--- src/rtl/inv_rotate_pkg.sv ---
`default_nettype none
// +-----------------------------------------------------------------------+
// | Module      : inv_rotate_pkg                                           |
// | Description : Shared encoder constants: rho offsets, FSM encoding and  |
// |               lane indexing, common to the forward and inverse rotate. |
// | Revision    : 1.0                                                      |
// +-----------------------------------------------------------------------+
package inv_rotate_pkg;

    localparam int c_lanes  = 25;
    localparam int c_slices = 64;
    localparam int c_cnt_w  = 6;

    localparam logic [c_cnt_w-1:0] c_last_slice = 6'd63;

    // Indexed by lane i = 5*y + x.
    localparam logic [5:0] c_rho [c_lanes] = '{
        6'd0,  6'd1,  6'd62, 6'd28, 6'd27,
        6'd36, 6'd44, 6'd6,  6'd55, 6'd20,
        6'd3,  6'd10, 6'd43, 6'd25, 6'd39,
        6'd41, 6'd45, 6'd15, 6'd21, 6'd8,
        6'd18, 6'd2,  6'd61, 6'd56, 6'd14
    };

    typedef enum logic [1:0] {
        ST_IDLE  = 2'd0,
        ST_LOAD  = 2'd1,
        ST_DRAIN = 2'd2
    } state_t;

    function automatic int lane_idx(input int x, input int y);
        return 5 * y + x;
    endfunction

endpackage
`default_nettype wire

--- src/rtl/inv_rotate_counter.sv ---
`default_nettype none
// +-----------------------------------------------------------------------+
// | Module      : counter                                                  |
// | Description : Parameterised up-counter with enable, wraps at 2^WIDTH.  |
// | Revision    : 1.0                                                      |
// +-----------------------------------------------------------------------+
module counter #(
    parameter int WIDTH = 6
) (
    input  logic             clk,
    input  logic             rst,
    input  logic             en,
    output logic [WIDTH-1:0] count
);

    logic [WIDTH-1:0] r_count;

    always_ff @(posedge clk or negedge rst) begin
        if (!rst) begin
            r_count <= '0;
        end else if (en) begin
            r_count <= r_count + WIDTH'(1);
        end
    end

    assign count = r_count;

endmodule
`default_nettype wire

--- src/rtl/inv_rotate_slice_buffer.sv ---
`default_nettype none
// +-----------------------------------------------------------------------+
// | Module      : slice_buffer                                             |
// | Description : Slice store with a single write port and a full-array    |
// |               read view; cleared to zero on reset.                     |
// | Revision    : 1.0                                                      |
// +-----------------------------------------------------------------------+
module slice_buffer #(
    parameter int DEPTH = 64,
    parameter int WIDTH = 25,
    parameter int AW    = 6
) (
    input  logic                        clk,
    input  logic                        rst,
    input  logic                        wr_en,
    input  logic [AW-1:0]               wr_addr,
    input  logic [WIDTH-1:0]            wr_data,
    output logic [DEPTH-1:0][WIDTH-1:0] mem_view
);

    logic [DEPTH-1:0][WIDTH-1:0] r_mem;

    always_ff @(posedge clk or negedge rst) begin
        if (!rst) begin
            r_mem <= '0;
        end else if (wr_en) begin
            r_mem[wr_addr] <= wr_data;
        end
    end

    assign mem_view = r_mem;

endmodule
`default_nettype wire

--- src/rtl/inv_rotate.sv ---
`default_nettype none
// +-----------------------------------------------------------------------+
// | Module      : inv_rotate                                               |
// | Description : Inverse rho rotate: buffers a 64-slice frame, then       |
// |               streams decoded slices out under ready/valid control.    |
// | Revision    : 1.0                                                      |
// +-----------------------------------------------------------------------+
module inv_rotate
    import inv_rotate_pkg::*;
(
    input  logic          clk,
    input  logic          rst,
    input  logic [24:0]   in_slice,
    input  logic          in_valid,
    output logic          in_ready,
    output logic [24:0]   out_slice,
    output logic          out_valid,
    input  logic          out_ready,
    output logic          done
);

    state_t                          r_state;
    logic                            r_out_valid;
    logic                            r_done;
    logic [c_cnt_w-1:0]              w_count;
    logic                            w_wr_en;
    logic                            w_rd_xfer;
    logic [c_slices-1:0][c_lanes-1:0] w_mem;
    logic [c_lanes-1:0]              w_decoded;

    // Gated by rst so in_ready is low during reset yet high in the very first
    // cycle after release, without waiting for a clock edge.
    assign in_ready  = rst & (r_state != ST_DRAIN);
    assign w_wr_en   = in_valid & in_ready;
    assign w_rd_xfer = r_out_valid & out_ready;

    // One counter serves both phases: it wraps 63->0 at the end of each.
    counter #(
        .WIDTH (c_cnt_w)
    ) u_counter (
        .clk   (clk),
        .rst   (rst),
        .en    (w_wr_en | w_rd_xfer),
        .count (w_count)
    );

    slice_buffer #(
        .DEPTH (c_slices),
        .WIDTH (c_lanes),
        .AW    (c_cnt_w)
    ) u_slice_buffer (
        .clk      (clk),
        .rst      (rst),
        .wr_en    (w_wr_en),
        .wr_addr  (w_count),
        .wr_data  (in_slice),
        .mem_view (w_mem)
    );

    always_ff @(posedge clk or negedge rst) begin
        if (!rst) begin
            r_state     <= ST_IDLE;
            r_out_valid <= 1'b0;
            r_done      <= 1'b0;
        end else begin
            r_done <= 1'b0;
            case (r_state)
                ST_IDLE: begin
                    if (w_wr_en) begin
                        r_state <= ST_LOAD;
                    end
                end
                ST_LOAD: begin
                    if (w_wr_en && (w_count == c_last_slice)) begin
                        r_state     <= ST_DRAIN;
                        r_out_valid <= 1'b1;
                    end
                end
                ST_DRAIN: begin
                    if (w_rd_xfer && (w_count == c_last_slice)) begin
                        r_state     <= ST_IDLE;
                        r_out_valid <= 1'b0;
                        r_done      <= 1'b1;
                    end
                end
                default: begin
                    r_state     <= ST_IDLE;
                    r_out_valid <= 1'b0;
                end
            endcase
        end
    end

    // Lane i of output slice z comes from stored slice (z + rho[i]) mod 64.
    for (genvar y = 0; y < 5; y++) begin : g_row
        for (genvar x = 0; x < 5; x++) begin : g_lane
            localparam int c_idx = lane_idx(x, y);
            logic [c_cnt_w-1:0] w_src;
            assign w_src            = w_count + c_rho[c_idx];
            assign w_decoded[c_idx] = w_mem[w_src][c_idx];
        end
    end

    assign out_valid = r_out_valid;
    assign out_slice = r_out_valid ? w_decoded : '0;
    assign done      = r_done;

endmodule
`default_nettype wire

--- config.mk ---
export PLATFORM = sky130hd
export DESIGN_NAME = inv_rotate
export DESIGN_NICKNAME = d
export VERILOG_FILES = /design/src/rtl/inv_rotate_pkg.sv /design/src/rtl/inv_rotate_counter.sv /design/src/rtl/inv_rotate_slice_buffer.sv /design/src/rtl/inv_rotate.sv
export SDC_FILE = /design/constraint.sdc
export NUM_CORES = 2
export LEC_CHECK = 0
export ABC_AREA = 1
export ABC_CLOCK_PERIOD_IN_PS = 10900
export CORE_MARGIN = 3
export CORE_UTILIZATION = 35
export DETAILED_ROUTE_END_ITERATION = 7
export PLACE_DENSITY_LB_ADDON = 0.1
export SETUP_SLACK_MARGIN = 0.15
export SKIP_LAST_GASP = 1
export SLEW_MARGIN = 20
export SYNTH_ARGS = -nofsm -noshare
export SYNTH_HDL_FRONTEND = slang
export SYNTH_HIERARCHICAL = 1
export SYNTH_SLANG_ARGS = --single-unit
--- constraint.sdc ---
create_clock -name clk -period 10.9 [get_ports clk]
set_input_delay 2.725 -clock clk [delete_from_list [all_inputs] [get_ports clk]]
set_output_delay 2.725 -clock clk [all_outputs]
set_load 0.01 [all_outputs]
# --- Word level (Yosys, flattened, before mapping) ---
# Cells that the tools add are included.
totals:
  reg_bits: 1610
  in_bits: 29
  wordCells: 199
classes:
  add_sub_neg: 24
  n_lt_le_gt_ge: 26
  n_eq_ne: 7
  mux: 63
  n_bitwise: 5
  n_reduce_logical: 6
ops:
  columns: ["operator", "n"]
  rows:
  - ["25-bit binary-select mux with 6-bit select", 25]
  - ["1600-bit bitwise mux", 1]
  - ["6-bit by 7-bit less-than comparator with 1-bit output (second input constant)", 25]
  - ["25-bit demux with 6-bit select", 1]
  - ["25-bit 2-to-1 mux", 3]
  - ["6-bit adder (second input constant)", 10]
  - ["6-bit by 5-bit adder with 6-bit output (second input constant)", 6]
  - ["6-bit by 4-bit adder with 6-bit output (second input constant)", 4]
  - ["24-bit 2-to-1 mux", 1]
  - ["23-bit 2-to-1 mux", 1]
  - ["22-bit 2-to-1 mux", 1]
  - ["21-bit 2-to-1 mux", 1]
  - ["20-bit 2-to-1 mux", 1]
  - ["19-bit 2-to-1 mux", 1]
  - ["18-bit 2-to-1 mux", 1]
  - ["17-bit 2-to-1 mux", 1]
  - ["16-bit 2-to-1 mux", 1]
  - ["15-bit 2-to-1 mux", 1]
  - ["14-bit 2-to-1 mux", 1]
  - ["13-bit 2-to-1 mux", 1]
  - ["6-bit by 2-bit adder with 6-bit output (second input constant)", 2]
  - ["12-bit 2-to-1 mux", 1]
  - ["11-bit 2-to-1 mux", 1]
  - ["10-bit 2-to-1 mux", 1]
  - ["24 further kinds", 39]

# --- Depth between registers and ports, before layout ---
logic_depth:
  ltp_word: 6
  mapped_depth: 16
  depth_no_buf: 11

# --- By module ---
# Netlist, hierarchy kept.
by_module_without_submodules:
  columns: ["mod", "instances", "cells_per_inst", "area_each_um2", "seq_area_each_um2"]
  rows:
  - ["slice_buffer", 1, 6798, 61388.9, 40038.4]
  - ["inv_rotate", 1, 4081, 18027.3, 100.1]
  - ["counter", 1, 32, 287.8, 150.1]

# --- Least setup slack after synthesis ---
# Ideal clock, no wire load.
synth_path:
  path_kind: "input port to output port"
  startpoint: "in rst"
  endpoint: "out in_ready"
  arrival_time_ns: 2.945
  required_ns: 8.175
  setup_slack_ns: 5.230
  cell_stages: 2
  cell_sequence: "inv_1 nor2_1"
synth_via:
  elab_chain_len: 1
synth_lines:
  columns: ["item", "line", "text"]
  rows:
  - ["start: declaration", "inv_rotate.sv:12", "input logic rst,"]
  - ["1-bit AND", "inv_rotate.sv:33", "assign in_ready = rst & (r_state != ST_DRAIN);"]
  - ["end: declaration", "inv_rotate.sv:15", "output logic in_ready,"]
# No other way between the ends.

# --- Worst setup path after layout ---
layout_path:
  startpoint: "reg u_counter.r_count[1], in the netlist u_counter/count[1]"
  endpoint: "out out_slice[15]"
layout_via:
  elab_chain_len: 4
layout_lines:
  columns: ["item", "line", "text"]
  rows:
  - ["start: declaration", "inv_rotate_counter.sv:16", "logic [WIDTH-1:0] r_count;"]
  - ["start signal: assignment", "inv_rotate_counter.sv:22", "r_count <= r_count + WIDTH'(1);"]
  - ["6-bit adder", "inv_rotate.sv:99", "assign w_src = w_count + c_rho[c_idx];"]
  - ["25-bit binary-select mux with 6-bit select", "inv_rotate.sv:100", "assign w_decoded[c_idx] = w_mem[w_src][c_idx];"]
  - ["16-bit 2-to-1 mux (implied by the code)", "inv_rotate.sv:100", null]
  - ["25-bit 2-to-1 mux", "inv_rotate.sv:105", "assign out_slice = r_out_valid ? w_decoded : '0;"]
  - ["end: declaration", "inv_rotate.sv:16", "output logic [24:0] out_slice,"]
# No other way between the ends. The select of a mux whose other input is x is not followed.

==> summary.txt <==
Outcome
  • Outcome: complete, no violations

Synthesis
  • Yosys top cell by area: dfrtp_1
  • Synth area leaders: dfrtp_1 51%, nand2_1 27%, nand3_1 9.7%
  • Ys Warns: 6
  • Flops & latches, synth: 1610
  • Seq/Total Area, Yosys: 50.55%
  • Predominant post-synthesis flop cell: dfrtp_1
  • Number of enable flip-flop cells after synthesis: 0
  • Synth Instances: roughly 11000
  • Commonest cells post-synth: 5697 x nand2_1, 1610 x dfrtp_1, 1537 x nand3_1
  • Asr flop ratio synth: 100.0%
  • Synth Cell Area: 79700 µm²
  • Syn avg cell area: 7.305 µm²
  • Post-synth top area share: about half
  • Net Count, Synth: roughly 11000
  • Synth cell types: 41
  • Most numerous cell in the Yosys netlist: nand2_1

Power and ir drop
  • Power Total: 26.03 mW
  • Pwr/cell area: about 300 nW/µm²
  • P_leak: about 46 nW
  • Max IR drop VDD: 0.3063 mV

Setup path
  • Worst-path fanout max: 102
  • CP cell instances: inv_8 -> ha_4 -> inv_8 -> buf_4 -> nand2_1 -> nand3_1 -> nand3_1 -> nand3_1 -> nand3_1 -> a21oi_1 -> clkdlybuf4s50_1
  • Setup crit start kind: flop
  • Reg2reg start: r_state[1]
  • R2R Path End: u_slice_buffer/mem_view[905]
  • CP Data Required Time: 8.18 ns
  • Crit path max-delay cell type: a21oi_1
  • Setup CP Type: reg -> out
  • Worst path arrival time: 5.96 ns
  • Worst path max stage delay: approximately 0.7 ns
  • Cell depth of the worst flop-to-flop path: 11
  • Reg2reg setup slack: 6.75 ns
  • Crit-path most repeated cell: nand3_1
  • Critical path endpoint category: output port

Worst hold path
  • HP Class: reg -> reg
  • Hold Path End: u_slice_buffer/mem_view[486]
  • Worst hold path cell count: 2
  • Min-delay src: u_slice_buffer/mem_view[486]

Detailed routing
  • Initial DRC Count: 8910
  • Vias: ~74000
  • Remaining antenna violation count: 0
  • Routed len/inst: 26.14 µm
  • Routed WL: 356.6 mm
  • First-pass DRT Iterations: 6
  • Vias per Instance: 5.416
  • Post-route DRC: 0

Final layout
  • Layout cells sized above 1: between 6 and 7%
  • Final core utilization: 39.05%
  • Layout Area Growth over Synthesis: 10.51%
  • # nets final: 10540
  • Final cell count without fillers: around 14000

STA
  • Slew Viols, Final: 0
  • Worst Max-Slew Pin Slew: around 1.2 ns
  • Fin. Hold Viols: 0
  • Setup_tns: 0 ns
  • Final period util: 79.70%
  • Fmax: approximately 120 MHz
  • RSZ-0062 raised after global routing: false
  • Final-report setup violation count: 0
  • Max_slew headroom: 19.82%
  • Clock skew: 0.03914 ns
  • Final min period: 8.687 ns

Place
  • Cells after DPL: approximately 13000
  • Placer Congestion: 0.9569
  • Post-detail-place hpwl: 205.1 mm
  • Port buffer count: 56

Floorplanning
  • Core Region: 225500 µm²
  • Chip height: 483.2 µm
  • Site Rows: around 170
  • Initial core utilization: between 30 and 40%
  • Io pins: 57
  • Die footprint: 233500 µm²
  • Die width: 483.2 µm

Clock network
  • CTS max path bufs: 3
  • Num CTS Buffers: 187
  • Sink Count: 1610
  • Reg clk slew, reported paths: 0.07 ns
  • CTS H-Tree Depth: 4
  • Clock root cell: clkbuf_16
  • CTS tree: yes
  • Hold-fix buffers at CTS: 0
  • Setup Buffers After CTS: 0
  • Cts repair resizes: 0
  • Worst-Skew Late Latency: around 0.87 ns

Global route
  • First-pass GRT wire length: around 520 mm
  • GRT Util Overall: 29.94%
  • Vias in the first global route: 70450
  • Largest net degree at the start of global routing: 166
  • GRT overflow: 0
  • Initial antenna violation count: 11

Run
  • Max Cap Viol: 0
==> where the power goes <==
group / internal (mW) / switching, mW
combinational: 2.70 / 9.52
sequential: 6.87 / 0.502
clock: 3.76 / 2.68
total: 13.3 / 12.7
==> how the worst max path moves through the flow <==
stage                        from             to  slack (ns)  cells after the start
2_1_floorplan                 rst       in_ready        5.23                      2
4_1_cts        u_counter/count[1]   out_slice[1]        2.30                     11
3_5_place_dp   u_counter/count[1]   out_slice[1]        3.21                     11
3_3_place_gp   u_counter/count[1]   out_slice[1]        3.20                     11
6_report       u_counter/count[1]  out_slice[15]        2.21                     11
5_1_grt        u_counter/count[1]   out_slice[1]        2.27                     11
==> metal layers <==
layer  global-route usage [%]  wire length (µm)
met1                    41.14            152200
met2                    45.88            157400
met3                    5.388             29140
met4                    13.78             17820
met5                        0                25
==> sequential cells by signal, summed over array words and instances, names as in the netlist <==
signal / flops
r_state: 2
done: 1
u_slice_buffer/mem_view: 1600
u_counter/count: 6
out_valid: 1
==> stage by stage <==
| step | setup slack, ns | area [µm²] | hold slack [ns] |
|---|---|---|---|
| 3_3_place_gp | 3.204 | 81850 | 0.4473 |
| 2_1_floorplan | 5.230 | 79700 | 0.4366 |
| 5_1_grt | 2.272 | 88070 | 0.4832 |
| 3_5_place_dp | 3.209 | 81850 | 0.4536 |
| 4_1_cts | 2.296 | 88060 | 0.4685 |
| 6_report | 2.213 | 88080 | 0.4667 |
==> layout by cell type (no fill, tap or decap), types with 3 or more instances in the layout <==
cell type        Yosys  layout
clkinv_4             0       3
nand3_1           1537    1537
a21oi_1             48      48
clkbuf_16            0     190
clkinv_8             0       3
buf_2              338      25
buf_4               74     171
buf_12               0      21
nor2_4              32      42
o21ai_0            545     545
inv_6                0       5
nor2_1             157     150
clkbuf_8             0      53
inv_1              251     242
nand3b_1             6       6
nand3_2              5       4
clkinv_2             0      29
clkinvlp_4           0       4
xor2_4               2       3
clkdlybuf4s50_1      0      30
xor2_1              34      23
xor2_2               0      10
o21ai_1             32      32
dfrtp_1           1610    1606
ha_1                21      19
clkbuf_1           379      43
nor2_2              10       7
o21bai_1             5       5
dfrtp_4              0       3
nand2_1           5697    5683
nand2_2             28      42
bufinv_16            0       9
inv_2               10      18
diode_2              0       6
==> final cells by class <==
cell class	count	area [µm²]
fillers	23640	137500
clock buffers	286	5645
clock inverters	53	564.3
inverters	266	1035
repair buffers	248	2157
diodes	6	15.01
multi-input cells	8181	34620
flip-flops and latches	1610	40300
well taps	2992	3744
==> critical path, delay by kind of cell (launching register included) <==
kind,cells,cell delay (ns)
AO/OA/AOI/OAI,1,0.71
flip-flops,1,0.58
adder cells (fa/ha/maj),1,0.41
AND/OR/NAND/NOR,5,0.80
buffers and inverters,4,2.29
==> logic make-up after synthesis <==
| family | count (synthesis) | share of synthesized area [%] |
|---|---|---|
| AOI/OAI and AO/OA | 637 | 4.036 |
| xor gates and xnor gates | 40 | 0.4961 |
| adders and majority gates | 21 | 0.3297 |
| buffers and inverters | 1120 | 6.347 |
| DFF | 1610 | 50.55 |
| muxes | 1 | 0.01413 |
| and+or+nand+nor | 7482 | 38.23 |
Power figures use the tool's default switching activity.
